==> config.mk <==
export PLATFORM = sky130hd
export DESIGN_NAME = inverse_factorial
export DESIGN_NICKNAME = d
export VERILOG_FILES = /design/src/rtl/factorial_pkg.sv /design/src/rtl/inverse_factorial.sv
export SDC_FILE = /design/constraint.sdc
export NUM_CORES = 1
export LEC_CHECK = 0
export CAP_MARGIN = 30
export CORE_MARGIN = 4
export CORE_UTILIZATION = 50
export CTS_CLUSTER_DIAMETER = 80
export CTS_CLUSTER_SIZE = 8
export DETAILED_ROUTE_END_ITERATION = 8
export DONT_BUFFER_PORTS = 1
export GPL_TIMING_DRIVEN = 0
export PLACE_DENSITY = 0.65
export SLEW_MARGIN = 20
export SYNTH_ARGS = -nofsm -noshare
export SYNTH_HDL_FRONTEND = slang
export SYNTH_SLANG_ARGS = --single-unit
==> constraint.sdc <==
create_clock -name clk -period 9.05 [get_ports clk]
set_input_delay 0.905 -clock clk [delete_from_list [all_inputs] [get_ports clk]]
set_output_delay 0.905 -clock clk [all_outputs]
set_load 0.01 [all_outputs]
==> src/rtl/factorial_pkg.sv <==
// Shared state encoding for the factorial datapath and its inverse.
// Latency: n/a (constants and types only).
// Backpressure: n/a.
// Holds the 3-bit FSM state constants and the curr_state width so benches
// decode curr_state identically for both blocks.
package factorial_pkg;

  localparam int STATE_W = 3;

  typedef enum logic [STATE_W-1:0] {
    IDLE  = 3'd0,
    INIT  = 3'd1,
    MULT  = 3'd2,
    CHECK = 3'd3,
    DONE  = 3'd4
  } state_e;

endpackage

==> src/rtl/inverse_factorial.sv <==
// Finds the largest n with n! <= value and flags whether n! == value exactly.
// Latency: 2 cycles for value 0, otherwise 2 + 2*n_out cycles (acceptance edge counted as cycle 1).
// Backpressure: done holds (results stable) while go stays high; returns to IDLE on the first go=0.
//
// Ports:
//   clk, rst_n  : rising-edge clock, asynchronous active-low reset
//   go          : start request, sampled only in IDLE
//   value       : operand, latched on the accepting edge and ignored afterwards
//   curr_state  : current FSM state (factorial_pkg encoding)
//   done        : result valid
//   n_out       : largest n with n! <= value
//   exact       : n_out! == value
module inverse_factorial
  import factorial_pkg::*;
#(
  parameter int SIZE = 8
) (
  input  logic               clk,
  input  logic               rst_n,
  input  logic               go,
  input  logic [SIZE-1:0]    value,
  output logic [STATE_W-1:0] curr_state,
  output logic               done,
  output logic [SIZE-1:0]    n_out,
  output logic               exact
);

  localparam logic [2*SIZE-1:0] ONE_W = {{(2*SIZE-1){1'b0}}, 1'b1};

  state_e            state;
  logic [SIZE-1:0]   val_q;
  logic [SIZE-1:0]   acc;
  logic [SIZE-1:0]   k;
  logic [2*SIZE-1:0] prod;

  // Full-width product: acc <= val_q < 2^SIZE and k+1 < 2^SIZE, so nothing is lost.
  logic [2*SIZE-1:0] acc_ext;
  logic [2*SIZE-1:0] k_ext;
  logic [2*SIZE-1:0] val_ext;
  logic [2*SIZE-1:0] prod_next;

  always_comb begin
    acc_ext   = {{SIZE{1'b0}}, acc};
    k_ext     = {{SIZE{1'b0}}, k};
    val_ext   = {{SIZE{1'b0}}, val_q};
    prod_next = acc_ext * (k_ext + ONE_W);
  end

  assign curr_state = state;

  always_ff @(posedge clk or negedge rst_n) begin
    if (!rst_n) begin
      state <= IDLE;
      val_q <= '0;
      acc   <= '0;
      k     <= '0;
      prod  <= '0;
      done  <= 1'b0;
      n_out <= '0;
      exact <= 1'b0;
    end else begin
      case (state)
        IDLE: begin
          if (go) begin
            val_q <= value;
            state <= INIT;
          end
        end

        INIT: begin
          acc <= {{(SIZE-1){1'b0}}, 1'b1};
          k   <= {{(SIZE-1){1'b0}}, 1'b1};
          if (val_q == '0) begin
            n_out <= '0;
            exact <= 1'b0;
            done  <= 1'b1;
            state <= DONE;
          end else begin
            state <= MULT;
          end
        end

        // Product is registered so the multiply and the compare sit in separate cycles.
        MULT: begin
          prod  <= prod_next;
          state <= CHECK;
        end

        CHECK: begin
          if (prod <= val_ext) begin
            acc   <= prod[SIZE-1:0];
            k     <= k + 1'b1;
            state <= MULT;
          end else begin
            // acc still holds k!, the last factorial that fit.
            n_out <= k;
            exact <= (acc == val_q);
            done  <= 1'b1;
            state <= DONE;
          end
        end

        DONE: begin
          if (!go) begin
            done  <= 1'b0;
            state <= IDLE;
          end
        end

        default: begin
          done  <= 1'b0;
          state <= IDLE;
        end
      endcase
    end
  end

endmodule
---- Word level (Yosys, flattened, before mapping) ----
Cells that the tools add are included.
word-level totals
  output and inout port bits .............. 13
  logic and storage cells ................. 51
  input bits .............................. 11
  register bits ........................... 53
operators by class
  reductions and logical operators ........ 9
  order comparisons ....................... 1
  add/subtract/negate cells ............... 2
  equality and inequality tests ........... 10
  bitwise gates (word level) .............. 1
  mux-type cells .......................... 19
  multipliers ............................. 1
operators with widths
  operator               number
  $pmux W8 S2            3
  $mux W8                4
  $le A16 B8 Y1          1
  $mul A8 B9 Y16         1
  $pmux W3 S5            1
  $mux W3                4
  $ne A2 B2 Y1 const B   5
  $add A8 B1 Y9 const B  1
  $add A8 B1 Y8 const B  1
  $eq A8 B8 Y1           1
  $logic_not A8 Y1       1
  $eq A3 B2 Y1 const B   2
  $reduce_and A2 Y1      3
  $mux W1                5
  $pmux W1 S4            1
  $reduce_and A4 Y1      1
  $eq A3 B1 Y1 const B   1
  $eq A3 B3 Y1 const B   1
  $logic_not A3 Y1       1
  $reduce_and A3 Y1      1
  $pmux W1 S2            1
  $reduce_bool A2 Y1     1
  $reduce_or A2 Y1       1
  $not A1 Y1             1

---- Longest topological paths before layout ----
  depth after elaboration ................. 4
  gate-level depth with buffers ........... 18
  mapped depth without buffers ............ 18

---- Least setup slack after synthesis ----
No wires, ideal clock.
  path kind ............................... register to register
  start ................................... register k[0]
  end ..................................... register prod[15]
  data required time ...................... 8.920 ns
  library setup time ...................... 0.130 ns
  stages on the path, launching flop included .. 19
  path slack .............................. 4.174 ns
  clock period less this slack ............ 4.876 ns
  arrival ................................. 4.745 ns
  buffers on the path ..................... 0
  path through ............................ dfrtp_1 -> ha_1 -> nand3_1 -> xor2_1 -> nand2b_1 -> fa_1 -> fa_1 -> inv_1 -> fa_1 -> inv_1 -> fa_1 -> inv_1 -> ha_1 -> o21a_1 -> o31a_1 -> o41ai_2 -> o21ai_0 -> xnor2_1 -> o21ai_1
between the ends
  word-level cells in the longest chain between the ends .. 2
RTL lines
  what                      line                     RTL
  start: declaration        inverse_factorial.sv:33  logic [SIZE-1:0] k;
  start signal: assignment  inverse_factorial.sv:72  k <= {{(SIZE-1){1'b0}}, 1'b1};
  start signal: assignment  inverse_factorial.sv:92  k <= k + 1'b1;
  $add A8 B1 Y9             inverse_factorial.sv:46  prod_next = acc_ext * (k_ext + ONE_W);
  $mul A8 B9 Y16            inverse_factorial.sv:46
  end signal: assignment    inverse_factorial.sv:85  prod <= prod_next;
  end: declaration          inverse_factorial.sv:34  logic [2*SIZE-1:0] prod;
Every way passes these cells.
A chain may end at the register's enable or synchronous reset.

---- Worst setup path in the final report ----
  start ................................... register k[1]
  end ..................................... register prod[15]
The elaborated chain is that of the path after synthesis.

==> impl_metrics.json <==
{
  "cts_made_buffers": 5,
  "syn_area_sq_mm": 0.00478,
  "relSlewSlack_pct": 41.4,
  "grt-ovfl-total": 0,
  "hpwl_microns": 8020,
  "max-clock-path-buffers": 2,
  "holdWs_ps": 264,
  "wl_per_cell_microns": 16.2,
  "max_cap_viol_count": 0,
  "ctsResizeCount": 0,
  "yosys_warnings": 0,
  "worst_slack_ps": 3290,
  "placed_cell_area_sq_mm": 0.00494,
  "postCtsHoldBufs": 0,
  "dp_slack_ps": 3280,
  "peakVddDrop_mv": 0.101,
  "die_height_microns": 106,
  "synth_cell_types": 54,
  "grt_max_degree": 54,
  "final_nets": 594,
  "crit_chain": "ha_1, nand3_1, nor2_1, xor2_1, and2_1, fa_1, fa_1, fa_1, inv_1, fa_1, inv_1, ha_1, a21oi_1, inv_1, o41ai_2, o21ai_0, xnor2_1, o21ai_1",
  "viasPerCell": 5.34,
  "ant_nets": 0,
  "cpLargestDelayFamily": "adder cells",
  "root_buffer": "clkbuf_8",
  "cpPeakStageDelay_ps": 640,
  "post-route-period-util_pct": 63.6,
  "clock-sinks": 53,
  "crit_path_start_kind": "flop",
  "clk_pin_slew_ps": 110,
  "p_leak_nw": 2.55,
  "synthToLayoutAreaGrowth_pct": 5.73,
  "power.density_mw_per_mm2": 214,
  "track_usage_pct": 19.4,
  "ios": 24,
  "synth_nets": 587,
  "cp-end-kind": "flop",
  "report.final.slew_viol_count": 0,
  "finalSetupTns_ps": 0,
  "postRouteWirelength_microns": 10100,
  "die_x_microns": 106,
  "cts_setup_buffers": 0,
  "drive_above_1_share_pct": 6.61,
  "antenna_cells": 0,
  "rows": 35,
  "async_reset_ff_share_pct": 100,
  "path_common_cell": "fa_1",
  "place.gp.congestion": 0.805,
  "status": "finished clean",
  "dr_total_vias": 3355,
  "die_area_sq_mm": 0.0112,
  "grt_antenna_before_repair": 0,
  "worst_pin_slew_ps": 873,
  "drc": 0,
  "worstSetupPathType": "reg2reg",
  "synthCells": 491,
  "first_pass_iters": 4,
  "h-tree-depth": 2,
  "grt_pass1_vias": 3596,
  "hold_violations": 0,
  "synth_edf_count": 0,
  "crit_slowest_cell": "xor2_1",
  "start_util_pct": 51.5,
  "synth_ff_type": "dfrtp_1",
  "path_max_fanout": 9,
  "fin_skew_ps": 15.3,
  "drt_iter0_drc": 143,
  "cts_tree": "built",
  "port_buffers": 0,
  "coreArea_sq_mm": 0.00928,
  "grt_setup_unrepaired": "false",
  "hold_class": "in2async",
  "total_power_mw": 1.08,
  "fillers": 873,
  "arrival_ps": 5940,
  "setup_violations": 0,
  "required_ps": 9230,
  "grt_pass1_wl_microns": 17400,
  "syn_avg_cell_area_sq_um": 9.74,
  "seq_area_frac_synth_pct": 27.7,
  "period_needed_ps": 5760,
  "clock.fmax_mhz": 174,
  "clk_latency_ps": 320,
  "synth_seq_cells": 53,
  "final_area_sq_mm": 0.00506,
  "path_buf_inv": 3
}
## sequential cells by signal, indices dropped and copies added (netlist names)
name	count
n_out	8
prod	16
acc	8
exact	1
k	8
curr_state	3
val_q	8
done	1
## cell type report
| class | instances | area (sq um) | area share (%) |
|---|---|---|---|
| clock buffers | 5 | 68.8 | 1.36 |
| flip-flops and latches | 53 | 1330 | 26.2 |
| well taps | 129 | 161 | 3.19 |
| plain buffers | 17 | 85.1 | 1.68 |
| clock inverters | 3 | 43.8 | 0.866 |
| inverters | 68 | 255 | 5.05 |
| multi-input cells | 353 | 3120 | 61.6 |
## synthesized netlist by cell type (12+ instances only)
master	n	share of area, %
inv_1	68	5.3
dfrtp_1	53	28
ha_1	44	12
nand2_1	42	3.3
fa_1	41	17
o21ai_0	30	3.1
and2_1	29	3.8
nor2b_1	23	3.0
xnor2_1	18	3.3
a22o_1	16	2.9
clkbuf_1	12	0.94
## layer usage
metal  wire length [microns]  track usage, %  part of all wire [%]  vias to the layer above
met5                       0               0                     0                        -
met4                     120            4.26                   1.2                        0
met3                     378            3.92                   3.7                        8
met2                    4850            32.7                    48                       53
met1                    4800            25.8                    47                     1670
li1                        -               -                     -                     1624
## through the flow
step / util, % / instances
floorplan: - / 491
global placement: 53.3 / 620
detailed placement: 53.3 / 620
CTS: 54.5 / 628
global route: 54.5 / 628
finish: 54.5 / 628
## worst paths after layout
kind | start | to | slack (ps) | cells past startpoint
worst max register to register | k[1] | prod[15] | 3290 | 18
max in group asynchronous | rst_n | prod[13] | 8680 | 0
worst max-delay path | k[1] | prod[15] | 3290 | 18
worst min-delay path | rst_n | curr_state[2] | 260 | 0
min in group clk | prod[0] | prod[0] | 490 | 2
worst min register to register | prod[0] | prod[0] | 490 | 2
## where the power goes
| group | switching [mW] | internal [mW] | total [mW] |
|---|---|---|---|
| sequential | 0.0678 | 0.298 | 0.366 |
| combinational | 0.332 | 0.219 | 0.551 |
| clock | 0.0843 | 0.0831 | 0.167 |
## cell families (layout without fill, tap and decap cells)
family | after synthesis | after routing | synth area share (%)
flops | 53 | 53 | 27.7
simple gates | 144 | 144 | 16.9
xor+xnor | 28 | 28 | 5.13
fa+ha+maj | 85 | 85 | 28.7
mux | 6 | 6 | 1.49
buf+inv | 85 | 93 | 7.11
compound gates | 90 | 90 | 13.0
## cells in the final DEF (no fill, tap or decap), types with 2 or more instances in the layout
master and n:
dfrtp_1 53, o31ai_1 2, nand2b_1 8, a21o_1 5
o21ai_0 30, nor2b_1 23, mux2_2 5, o21a_1 2
o21bai_1 2, and3_1 5, a21oi_1 11, o2bb2ai_1 2
buf_6 2, a211o_1 2, clkbuf_8 5, buf_2 2
nor4_1 4, nand3_1 3, xnor2_1 18, a22o_1 16
a31oi_1 2, fa_1 41, a211oi_1 2, ha_1 44
nor3_1 5, clkbuf_1 12, nand2_1 42, o21ai_1 2
nor2_1 11, nand4_1 6, and2_1 29, xor2_1 10
inv_1 68
Note: power is estimated with default switching activity, not from simulation.
